## src/rtl/ft_recovery_ctrl_pkg.sv

```systemverilog
// ft_pkg -- shared types for the fault-tolerant recovery controller.
//   rec_state_e   : recovery FSM state encoding
//   ERR_CNT_WIDTH : width of the optional mismatch event counter
package ft_pkg;

   typedef enum logic [2:0] {
      ST_IDLE    = 3'd0,
      ST_HALT    = 3'd1,
      ST_RESTORE = 3'd2,
      ST_RESUME  = 3'd3,
      ST_FAIL    = 3'd4
   } rec_state_e;

   localparam int ERR_CNT_WIDTH = 8;

endpackage

```

## src/rtl/ft_recovery_ctrl_if.sv

```systemverilog
// ft_recovery_ctrl_if -- bundle between the recovery controller and the
// lock-step core pair / shared GPR recovery port.
//   mismatch_i, halt_ack_a_i, halt_ack_b_i, sgpr_rdata_i : into the controller
//   halt_o, sgpr_raddr_o, restore_we_o, restore_addr_o,
//   restore_data_o, resume_o, busy_o, fatal_o            : from the controller
//   err_count_o : mismatch event counter, present only with FT_ERR_COUNT_EN
// slave modport = controller side, master modport = core/environment side.
interface ft_recovery_ctrl_if
   import ft_pkg::*;
#(
   parameter int ADDR_WIDTH = 5,
   parameter int DATA_WIDTH = 32
);
   logic                  mismatch_i;
   logic                  halt_ack_a_i;
   logic                  halt_ack_b_i;
   logic [DATA_WIDTH-1:0] sgpr_rdata_i;
   logic                  halt_o;
   logic [ADDR_WIDTH-1:0] sgpr_raddr_o;
   logic                  restore_we_o;
   logic [ADDR_WIDTH-1:0] restore_addr_o;
   logic [DATA_WIDTH-1:0] restore_data_o;
   logic                  resume_o;
   logic                  busy_o;
   logic                  fatal_o;
`ifdef FT_ERR_COUNT_EN
   logic [ERR_CNT_WIDTH-1:0] err_count_o;
`endif

   modport slave (
      input  mismatch_i, halt_ack_a_i, halt_ack_b_i, sgpr_rdata_i,
      output halt_o, sgpr_raddr_o, restore_we_o, restore_addr_o,
             restore_data_o, resume_o, busy_o, fatal_o
`ifdef FT_ERR_COUNT_EN
      , output err_count_o
`endif
   );

   modport master (
      output mismatch_i, halt_ack_a_i, halt_ack_b_i, sgpr_rdata_i,
      input  halt_o, sgpr_raddr_o, restore_we_o, restore_addr_o,
             restore_data_o, resume_o, busy_o, fatal_o
`ifdef FT_ERR_COUNT_EN
      , input err_count_o
`endif
   );

endinterface

```

## src/rtl/ft_recovery_ctrl_halt_timer.sv

```systemverilog
// ft_halt_timer -- 16-bit wait counter for the HALT phase.
//   clk, rst  : clock, async active-high reset
//   en_i      : high while the FSM sits in HALT; low clears the count
//   timeout_o : high in the HALT cycle whose count equals HALT_TIMEOUT-1
module ft_halt_timer #(
   parameter int HALT_TIMEOUT = 16
) (
   input  logic clk,
   input  logic rst,
   input  logic en_i,
   output logic timeout_o
);

   logic [15:0] cnt_q, cnt_d;

   // Count is 0 in the first HALT cycle and advances once per HALT cycle.
   always_comb begin
      cnt_d = '0;
      if (en_i) cnt_d = cnt_q + 16'd1;
   end

   always_ff @(posedge clk or posedge rst) begin
      if (rst) cnt_q <= '0;
      else     cnt_q <= cnt_d;
   end

   assign timeout_o = en_i && (cnt_q == 16'(HALT_TIMEOUT - 1));

endmodule

```

## src/rtl/ft_recovery_ctrl.sv

```systemverilog
// ft_recovery_ctrl -- lock-step mismatch recovery sequencer.
// On a comparator mismatch it halts both cores, waits (bounded) for both
// halt acks, copies registers 1..2**ADDR_WIDTH-1 from the shared GPR port
// into both register files (one per cycle), then pulses resume. A halt
// that is never fully acknowledged ends in a sticky FAIL state.
//   clk, rst : clock, async active-high reset
//   bus      : ft_recovery_ctrl_if.slave (see interface header)
// Optional feature macro FT_ERR_COUNT_EN adds bus.err_count_o, a
// saturating count of IDLE->HALT transitions.
module ft_recovery_ctrl
   import ft_pkg::*;
#(
   parameter int ADDR_WIDTH   = 5,
   parameter int DATA_WIDTH   = 32,
   parameter int HALT_TIMEOUT = 16
) (
   input  logic                  clk,
   input  logic                  rst,
   ft_recovery_ctrl_if.slave     bus
);

   localparam logic [ADDR_WIDTH-1:0] ADDR_FIRST = {{(ADDR_WIDTH-1){1'b0}}, 1'b1};
   localparam logic [ADDR_WIDTH-1:0] ADDR_LAST  = '1;

   rec_state_e            state_q, state_d;
   logic [ADDR_WIDTH-1:0] addr_q, addr_d;
   logic                  timeout;

   ft_halt_timer #(.HALT_TIMEOUT(HALT_TIMEOUT)) u_halt_timer (
      .clk       (clk),
      .rst       (rst),
      .en_i      (state_q == ST_HALT),
      .timeout_o (timeout)
   );

   always_ff @(posedge clk or posedge rst) begin
      if (rst) begin
         state_q <= ST_IDLE;
         addr_q  <= '0;
      end else begin
         state_q <= state_d;
         addr_q  <= addr_d;
      end
   end

   always_comb begin
      state_d            = state_q;
      addr_d             = '0;
      bus.halt_o         = 1'b0;
      bus.sgpr_raddr_o   = '0;
      bus.restore_we_o   = 1'b0;
      bus.restore_addr_o = '0;
      bus.restore_data_o = '0;
      bus.resume_o       = 1'b0;
      bus.busy_o         = 1'b0;
      bus.fatal_o        = 1'b0;
      case (state_q)
         ST_IDLE: begin
            if (bus.mismatch_i) state_d = ST_HALT;
         end
         ST_HALT: begin
            bus.halt_o = 1'b1;
            bus.busy_o = 1'b1;
            // Both acks win over a timeout landing in the same cycle.
            if (bus.halt_ack_a_i && bus.halt_ack_b_i) begin
               state_d = ST_RESTORE;
               addr_d  = ADDR_FIRST;   // x0 is hard-wired, never restored
            end else if (timeout) begin
               state_d = ST_FAIL;
            end
         end
         ST_RESTORE: begin
            bus.halt_o         = 1'b1;
            bus.busy_o         = 1'b1;
            bus.restore_we_o   = 1'b1;
            bus.sgpr_raddr_o   = addr_q;
            bus.restore_addr_o = addr_q;
            bus.restore_data_o = bus.sgpr_rdata_i;
            // Hold at the top address instead of wrapping to x0.
            if (addr_q == ADDR_LAST) begin
               addr_d  = addr_q;
               state_d = ST_RESUME;
            end else begin
               addr_d  = addr_q + ADDR_FIRST;
            end
         end
         ST_RESUME: begin
            bus.resume_o = 1'b1;
            bus.busy_o   = 1'b1;
            state_d      = ST_IDLE;   // mismatch here is deliberately dropped
         end
         ST_FAIL: begin
            bus.halt_o  = 1'b1;
            bus.fatal_o = 1'b1;
         end
         default: state_d = ST_IDLE;
      endcase
   end

`ifdef FT_ERR_COUNT_EN
   logic [ERR_CNT_WIDTH-1:0] err_cnt_q, err_cnt_d;

   always_comb begin
      err_cnt_d = err_cnt_q;
      if ((state_q == ST_IDLE) && bus.mismatch_i && (err_cnt_q != '1))
         err_cnt_d = err_cnt_q + 1'b1;
   end

   always_ff @(posedge clk or posedge rst) begin
      if (rst) err_cnt_q <= '0;
      else     err_cnt_q <= err_cnt_d;
   end

   assign bus.err_count_o = err_cnt_q;
`endif

endmodule

```

## src/flat_wrapper.sv

```systemverilog
// flat-port wrapper written by rule: the top's interface ports become plain ports
module ft_recovery_ctrl_flat import ft_pkg::*;
#(
   parameter int ADDR_WIDTH   = 5,
   parameter int DATA_WIDTH   = 32,
   parameter int HALT_TIMEOUT = 16
)
  (clk, rst, bus_mismatch_i, bus_halt_ack_a_i, bus_halt_ack_b_i, bus_sgpr_rdata_i, bus_halt_o, bus_sgpr_raddr_o, bus_restore_we_o, bus_restore_addr_o, bus_restore_data_o, bus_resume_o, bus_busy_o, bus_fatal_o);
  ft_recovery_ctrl_if #(.ADDR_WIDTH(ADDR_WIDTH), .DATA_WIDTH(DATA_WIDTH)) bus_i ();
  input  logic clk;
  input  logic rst;
  input wire logic [$bits(bus_i.mismatch_i)-1:0] bus_mismatch_i;
  input wire logic [$bits(bus_i.halt_ack_a_i)-1:0] bus_halt_ack_a_i;
  input wire logic [$bits(bus_i.halt_ack_b_i)-1:0] bus_halt_ack_b_i;
  input wire logic [$bits(bus_i.sgpr_rdata_i)-1:0] bus_sgpr_rdata_i;
  output wire logic [$bits(bus_i.halt_o)-1:0] bus_halt_o;
  output wire logic [$bits(bus_i.sgpr_raddr_o)-1:0] bus_sgpr_raddr_o;
  output wire logic [$bits(bus_i.restore_we_o)-1:0] bus_restore_we_o;
  output wire logic [$bits(bus_i.restore_addr_o)-1:0] bus_restore_addr_o;
  output wire logic [$bits(bus_i.restore_data_o)-1:0] bus_restore_data_o;
  output wire logic [$bits(bus_i.resume_o)-1:0] bus_resume_o;
  output wire logic [$bits(bus_i.busy_o)-1:0] bus_busy_o;
  output wire logic [$bits(bus_i.fatal_o)-1:0] bus_fatal_o;
  assign bus_i.mismatch_i = bus_mismatch_i;
  assign bus_i.halt_ack_a_i = bus_halt_ack_a_i;
  assign bus_i.halt_ack_b_i = bus_halt_ack_b_i;
  assign bus_i.sgpr_rdata_i = bus_sgpr_rdata_i;
  assign bus_halt_o = bus_i.halt_o;
  assign bus_sgpr_raddr_o = bus_i.sgpr_raddr_o;
  assign bus_restore_we_o = bus_i.restore_we_o;
  assign bus_restore_addr_o = bus_i.restore_addr_o;
  assign bus_restore_data_o = bus_i.restore_data_o;
  assign bus_resume_o = bus_i.resume_o;
  assign bus_busy_o = bus_i.busy_o;
  assign bus_fatal_o = bus_i.fatal_o;
  ft_recovery_ctrl #(.ADDR_WIDTH(ADDR_WIDTH), .DATA_WIDTH(DATA_WIDTH), .HALT_TIMEOUT(HALT_TIMEOUT)) u_core (.clk(clk), .rst(rst), .bus(bus_i));
endmodule
```

## config.mk

```make
export PLATFORM = sky130hd
export DESIGN_NAME = ft_recovery_ctrl_flat
export DESIGN_NICKNAME = d
export VERILOG_FILES = /design/src/rtl/ft_recovery_ctrl_pkg.sv /design/src/rtl/ft_recovery_ctrl_if.sv /design/src/rtl/ft_recovery_ctrl_halt_timer.sv /design/src/rtl/ft_recovery_ctrl.sv /design/src/flat_wrapper.sv
export SDC_FILE = /design/constraint.sdc
export NUM_CORES = 1
export LEC_CHECK = 0
export CAP_MARGIN = 5
export CELL_PAD_IN_SITES_DETAIL_PLACEMENT = 0
export CELL_PAD_IN_SITES_GLOBAL_PLACEMENT = 1
export CORE_MARGIN = 4
export CORE_UTILIZATION = 28
export DETAILED_ROUTE_END_ITERATION = 6
export PLACE_DENSITY_LB_ADDON = 0.2
export SLEW_MARGIN = 20
export SYNTH_ARGS = -nofsm -noshare
export SYNTH_HDL_FRONTEND = slang
export SYNTH_SLANG_ARGS = --single-unit
```

## constraint.sdc

```tcl
create_clock -name clk -period 2.1 [get_ports clk]
set_clock_uncertainty 0.1 [all_clocks]
set_input_delay 0.315 -clock clk [delete_from_list [all_inputs] [get_ports clk]]
set_output_delay 0.315 -clock clk [all_outputs]
set_load 0.01 [all_outputs]
```

# Word level (Yosys, flattened, before mapping)
# Index checks and enable logic that the tools add are counted.
[op_classes] add_sub_neg=2 eq_ne=10 mux=16 n_bitwise=1 reduce_logical=6
[ops] op="$mux 32" n=1
[ops] op="$add 16x1->16 const B" n=1
[ops] op="$eq 16x4->1 const B" n=1
[ops] op="$mux 16" n=1
[ops] op="$mux 3" n=4
[ops] op="$pmux 3 s4" n=1
[ops] op="$mux 5" n=2
[ops] op="$pmux 5 s2" n=1
[ops] op="$eq 3x2->1 const B" n=2
[ops] op="$mux 1" n=6
[ops] op="$reduce_or 3->1" n=2
[ops] op="$add 5x1->5 const B" n=1
[ops] op="$eq 5x5->1 const B" n=1
[ops] op="$ne 2x2->1 const B" n=2
[ops] op="$reduce_and 4->1" n=1
[ops] op="$eq 3x1->1 const B" n=1
[ops] op="$eq 3x3->1 const B" n=1
[ops] op="$logic_not 3->1" n=1
[ops] op="$ne 3x1->1 const B" n=1
[ops] op="$logic_and 1x1->1" n=2
[ops] op="$ne 2x1->1 const B" n=1
[ops] op="$not 1->1" n=1
[totals] ff_bits=24 in_bits=37 word_cells=38

# Depth between registers and ports, before layout
# Gate-level depths: netlist of run 1.
[depth] word_depth=5 mapped_depth=7

# Hierarchy
# Synthesis of run 1 repeated with hierarchy kept, for this count alone.
[unflattened] cells_unflattened=183 hier_area_um2=1611.5
[modules_own_cells] mod="ft_halt_timer" instances=1 cells_per_inst=85 area_per_inst_um2=835.8 seq_area_each_um2=400.4
[modules_own_cells] mod="ft_recovery_ctrl" instances=1 cells_per_inst=98 area_per_inst_um2=775.7 seq_area_each_um2=200.2

# Least setup slack after synthesis of run 1
# No wires, ideal clock.
[synth_path] path_kind="reg2out" startpoint="register u_core.state_q[2]" endpoint="output port bus_sgpr_raddr_o[4]" arrival_time_ns=1.445 setup_slack_ns=0.240 path_stages_with_launch=8 path_cell_list="dfrtp_1 buf_2 or3b_1 buf_6 clkinv_2 buf_6 and2_1 buf_4"
[synth_between] elab_chain_cells=2
[synth_lines] item="from (decl)" line="ft_recovery_ctrl.sv:25" source="rec_state_e state_q, state_d;"
[synth_lines] item="from (signal assigned)" line="ft_recovery_ctrl.sv:41" source="state_q <= state_d;"
[synth_lines] item="$eq 3x2->1"
[synth_lines] item="$mux 5"
[synth_lines] item="to (decl)" line="flat_wrapper.sv:17" source="output wire logic [$bits(bus_i.sgpr_raddr_o)-1:0] bus_sgpr_raddr_o;"
# Every way passes these cells.

# Worst setup path after layout of run 1
[layout_path] startpoint="register u_core.state_q[0]" endpoint="output port bus_restore_data_o[12]"
[layout_between] elab_chain_cells=2
[layout_lines] item="$eq 3x2->1" line="ft_recovery_ctrl.sv:57" source="case (state_q)"
[layout_lines] item="$mux 32" line="ft_recovery_ctrl.sv:57"
[layout_lines] item="to (decl)" line="flat_wrapper.sv:20" source="output wire logic [$bits(bus_i.restore_data_o)-1:0] bus_restore_data_o;"
# Every way passes these cells.

==> results of run 1 <==
==> report_power, final <==
part	internal, uW	leakage [uW]	switching [uW]
Sequential	513	0.000330	44.4
Clock	255	0.0000357	154
Combinational	502	0.000767	500
Total	1270	0.00113	698
==> layer usage <==
metal	vias up	global-route usage (%)	part of all wire (%)
met5	-	0	0
met4	0	5.41	1.5
met3	5	3.55	7.8
met2	57	23.2	50
met1	688	15.1	40
li1	766	-	-
==> worst min-delay path, delay by kind of cell <==
family	cells	cell delay, ns
buf+inv	3	0.74
==> worst paths after layout <==
kind,from,endpoint,slack [ns]
max,u_core.state_q[0],bus_restore_data_o[12],0.05
min,rst,u_core.u_halt_timer.cnt_q[4],0.28
max reg2reg,u_core.addr_q[0],u_core.state_q[0],0.38
min reg2reg,u_core.u_halt_timer.cnt_q[0],u_core.u_halt_timer.cnt_q[0],0.41
max in group asynchronous,rst,u_core.state_q[2],1.37
min in group clk,u_core.u_halt_timer.cnt_q[0],u_core.u_halt_timer.cnt_q[0],0.41
==> flip-flops by register name (all words and copies together), names as in the netlist <==
register                   cells
u_core.addr_q                  5
u_core.u_halt_timer.cnt_q     16
u_core.state_q                 3
==> repair_timing <==
action	4_1_cts	5_1_grt
cloned	0	1
pin swaps	0	0
resized for setup	88	54
buffers inserted	0	1
setup endpoints to repair	44	42
==> stage by stage <==
| step | hold slack [ns] | setup WS, ns | util, % | setup TNS, ns |
|---|---|---|---|---|
| after global routing | 0.308 | -0.0154 | 44.3 | -0.0426 |
| after global placement | 0.396 | 0.00493 | 45.3 | 0 |
| after CTS | 0.291 | -0.00446 | 46.6 | -0.00446 |
| final | 0.278 | 0.0520 | 44.3 | 0 |
| after detailed placement | 0.412 | -0.00378 | 45.3 | -0.0107 |
| after floorplan | 0.230 | 0.240 | - | 0 |
==> layout make-up <==
class	count	area (um2)
tap	72	90.1
clock inverter	1	30.0
inverter	6	27.5
fill	563	3070
clock buffer	3	41.3
sequential	24	601
timing repair buffer	95	781
multi-input combinational	132	868
==> cells in the final DEF (no fill, tap or decap), types with 3 or more instances in the layout <==
master,count
clkbuf_2,28
dfrtp_1,24
xnor2_1,3
buf_4,9
clkdlybuf4s15_1,3
inv_1,5
or4_1,4
a21oi_1,6
nand2b_1,5
clkdlybuf4s50_1,37
nor4_1,7
buf_2,8
o31ai_1,4
mux2i_1,7
clkdlybuf4s15_2,3
nand3_1,4
clkbuf_8,3
o21ai_0,3
ha_1,3
nor2_1,11
nand2_1,10
and2_1,37
xor2_1,3
==> cell families after synthesis <==
group	after synthesis	share of synthesized area (%)
adders and majority gates	3	2.35
xor gates and xnor gates	6	3.29
and+or+nand+nor	96	35.6
muxes	8	5.09
buffers and inverters	22	8.46
DFF	24	37.6
AOI/OAI and AO/OA	19	7.60
==> flow_metrics.tcl, run 1 <==
set metrics [dict create \
    status "finished clean" \
    synth-edff-count 0 \
    static-leakage-power_uw 0.00113 \
    vias 1516 \
    drcViolationCount 0 \
    nNetsFinal 302 \
    path_depth 5 \
    finalInstanceArea_um2 2440 \
    holdBufCountCts 0 \
    num_antenna_cells 0 \
    fin_total_pwr_uw 1970 \
    syn_area_um2 1600 \
    rows 27 \
    ioPinCount 84 \
    dieArea_um2 6970 \
    yosysMostFrequentCell "and2_1" \
    overflow 0 \
    drt_wl_total_mm 4.79 \
    first_iter_violations 61 \
    dieWidth_um 83.5 \
    hold_path_class "input port to async pin" \
    grt_pass1_wl_mm 7.39 \
    slew_violations 0 \
    cp-end-kind "output port" \
    worstSetupPathType "flop to output port" \
    syn_inst 178 \
    synth_top_cell_by_area "dfrtp_1" \
    rsz0062_at_grt "true" \
    syn_nets 218 \
    ys.warnings.count 0 \
    synth_common_cells "38 x and2_1, 24 x dfrtp_1, 12 x nor2_1" \
    async_flop_share_pct 100 \
    drive_above_1_share_pct 24.5 \
    io_buffers 83 \
    cts-root-buf "clkbuf_8" \
    ys.flop_type "dfrtp_1" \
    synth_cell_types 39 \
    worst_path_max_delay_cell "or3b_4" \
    rr_worst_depth 6 \
    max_freq_mhz 488 \
    grtUsageTotal_pct 13.2 \
    hold_viol 0 \
    synth_area_leaders "dfrtp_1 38%, and2_1 15%, mux2i_1 4.4%" \
    grt_pass1_vias 1474 \
    worst-path-buf-inv 3 \
    grt_antenna_before_repair 0 \
    cap_violations 0 \
    synth.top_cell.area_share_pct 37.6 \
    dp_cells 327 \
    firstDrtPassIters 4 \
    dpl_cell_area_um2 2490 \
    clk_latency_ns 0.27 \
    relSlewSlack_pct 70.6 \
    cts_max_level 1 \
    max_stage_delay_ns 0.42 \
    fin_cells 333 \
    initial_core_util_pct 29.0 \
    globalplace.congestion 0.769 \
    cts_tree "built" \
    worst_pin_slew_ns 0.440 \
    ir_worst_vdd_mv 0.357 \
    grt_max_degree 30 \
    dp.final_hpwl_mm 3.64 \
    yosysSeqAreaShare_pct 37.6 \
    cp-start-kind "flop" \
    syn2layout_area_growth_pct 52.7 \
    crit_required_ns 1.68 \
    cp_top_family "simple AND/OR/NAND/NOR gates" \
    avgRoutedWirePerCell_um 14.4 \
    cts_sinks 24 \
    crit_arrival_ns 1.63 \
    fin_crit_ns 2.05 \
    path_cells "or3b_4 > clkinv_4 > buf_12 > and2_1 > clkdlybuf4s15_2" \
    cts_max_path_buffers 2 \
    setup_violations 0 \
    cts_buffers 3 \
    avgViaCountPerCell 4.55 \
    dieHeight_um 83.5 \
    p_per_area_nw_per_um2 807 \
    clk_pin_slew_worst_paths_ns 0.09 \
    ant_nets 0 \
    worstPathMaxFanout 15 \
    syn_avg_cell_area_um2 8.97 \
    core_region_area_um2 5510 \
    ys_ff_latch 24 \
    fin_crit_sh_pct 97.5 \
]
No activity file was read; power rests on OpenSTA's default activity.
==> run 2: changes to the inputs <==
Settings changed: CORE_UTILIZATION 28 to 30.
Clock period 2.1 ns to 2.7 ns, I/O delays scaled along.
==> flow_metrics.tcl, run 2 (same netlist as run 1, synthesis figures left out) <==
set metrics [dict create \
    status "finished clean" \
    clk_pin_slew_worst_paths_ns 0.08 \
    cts_max_level 1 \
    cp-start-kind "flop" \
    io_buffers 83 \
    cts_max_path_buffers 2 \
    ant_nets 0 \
    cts_buffers 3 \
    p_per_area_nw_per_um2 580 \
    dp_cells 318 \
    hold_path_class "input port to async pin" \
    clk_latency_ns 0.26 \
    fillers 541 \
    grt_max_degree 40 \
    combPwrFrac_pct 51.5 \
    postCtsSetupBuffers 0 \
    grt_pass1_wl_mm 7.13 \
    fin_total_pwr_uw 1440 \
    seq_power_share_pct 31.6 \
    setup_violations 0 \
    reg_top3 "u_core.u_halt_timer.cnt_q x16, u_core.addr_q x5, u_core.state_q x3" \
    finalInstanceArea_um2 2490 \
    largest_register "u_core.u_halt_timer.cnt_q" \
    finalSetupTns_ns 0 \
    avgViaCountPerCell 4.63 \
    grtUsageTotal_pct 13.8 \
    relSlewSlack_pct 68.4 \
    layout_common_cells "82 x clkdlybuf4s50_1, 38 x and2_1, 21 x dfrtp_1" \
    dp_slack_ns 0.281 \
    fin_cells 322 \
    core_region_area_um2 5140 \
    dieHeight_um 81.0 \
    drt_wl_total_mm 4.30 \
    first_iter_violations 88 \
    cts_tree "built" \
    worstSetupPathType "flop to output port" \
    initial_core_util_pct 31.1 \
    globalplace.congestion 0.679 \
    worstPathMaxFanout 7 \
    hold_viol 0 \
    crit_required_ns 2.19 \
    static-leakage-power_uw 0.000996 \
    grt_antenna_before_repair 0 \
    avgRoutedWirePerCell_um 13.4 \
    cts-root-buf "clkbuf_8" \
    drive_above_1_share_pct 6.35 \
    firstDrtPassIters 4 \
    dpl_cell_area_um2 2430 \
    final_common_cell "clkdlybuf4s50_1" \
    p_int_uw 935 \
    largest_reg_flops 16 \
    dp.final_hpwl_mm 3.38 \
    cap_violations 0 \
    worst_pin_slew_ns 0.472 \
    dieArea_um2 6550 \
    holdBufCountCts 0 \
    cp-end-kind "output port" \
    overflow 0 \
    vias 1490 \
    grt_pass1_vias 1513 \
    p_switching_uw 509 \
    crit_arrival_ns 2.06 \
    rsz0062_at_grt "false" \
    dieWidth_um 81.0 \
    ioPinCount 84 \
    ir_worst_vdd_mv 0.332 \
    nNetsFinal 293 \
    p_clk_share_pct 16.9 \
    fin_crit_sh_pct 95.2 \
    fin_crit_ns 2.57 \
    slew_violations 0 \
    swShare_pct 35.3 \
    setup_ws_ns 0.130 \
    drcViolationCount 0 \
    num_antenna_cells 0 \
    cts_sinks 24 \
    max_freq_mhz 389 \
    syn2layout_area_growth_pct 56.0 \
    rows 26 \
]
-- run 2: area by class of cell --
class	instances	area (um2)	area share (%)
Sequential cell	24	604	24.3
Timing Repair Buffer	86	856	34.4
Tap cell	70	87.6	3.52
Multi-Input combinational cell	132	861	34.6
Inverter	6	27.5	1.10
Clock buffer	4	55.1	2.21
-- run 2: worst max-delay path, cell delays in order, from the launching register on --
cell and delay (ns):
dfrtp_2 0.45, or3b_1 0.45, buf_4 0.19, nor2_1 0.15, clkdlybuf4s50_1 0.57
-- run 2: path summary, 6_finish.rpt --
| path | start | to | slack, ns | cells after the start |
|---|---|---|---|---|
| setup / recovery | u_core.state_q[0] | bus_restore_addr_o[0] | 0.13 | 4 |
| hold / removal | rst | u_core.addr_q[1] | 0.37 | 3 |
| setup reg to reg | u_core.u_halt_timer.cnt_q[4] | u_core.u_halt_timer.cnt_q[11] | 0.95 | 3 |
| hold reg to reg | u_core.u_halt_timer.cnt_q[0] | u_core.u_halt_timer.cnt_q[0] | 0.40 | 1 |
| max in group asynchronous | rst | u_core.state_q[2] | 1.87 | 3 |
| min in group clk | u_core.u_halt_timer.cnt_q[0] | u_core.u_halt_timer.cnt_q[0] | 0.40 | 1 |
-- run 2: power groups by stage --
| stage | Sequential, uW | Clock [uW] | Combinational [uW] |
|---|---|---|---|
| detailed placement | 461 | 0 | 760 |
| global route | 466 | 265 | 834 |
| CTS | 453 | 253 | 768 |
| finish | 456 | 244 | 744 |
| floorplan | 439 | 0 | 431 |
| global placement | 457 | 0 | 759 |
-- run 2: repair_timing --
action / in CTS / in global routing
resized for setup: 1 / 4
gates cloned: 0 / 0
pin swaps: 0 / 0
endpoints found under the setup margin: 15 / 9
-- run 2: through the flow --
stage	utilization, %	hold WS, ns
finish	48.5	0.372
global route	48.5	0.416
CTS	48.3	0.382
detailed placement	47.2	0.399
global placement	47.2	0.395
floorplan	-	0.320
-- run 2: metal layers --
| layer | vias to the layer above | track usage (%) | wire (um) |
|---|---|---|---|
| met4 | 0 | 5.57 | 96 |
| li1 | 750 | - | - |
| met5 | - | 0 | 0 |
| met1 | 671 | 17.1 | 1770 |
| met3 | 8 | 4.32 | 356 |
| met2 | 61 | 22.3 | 2080 |
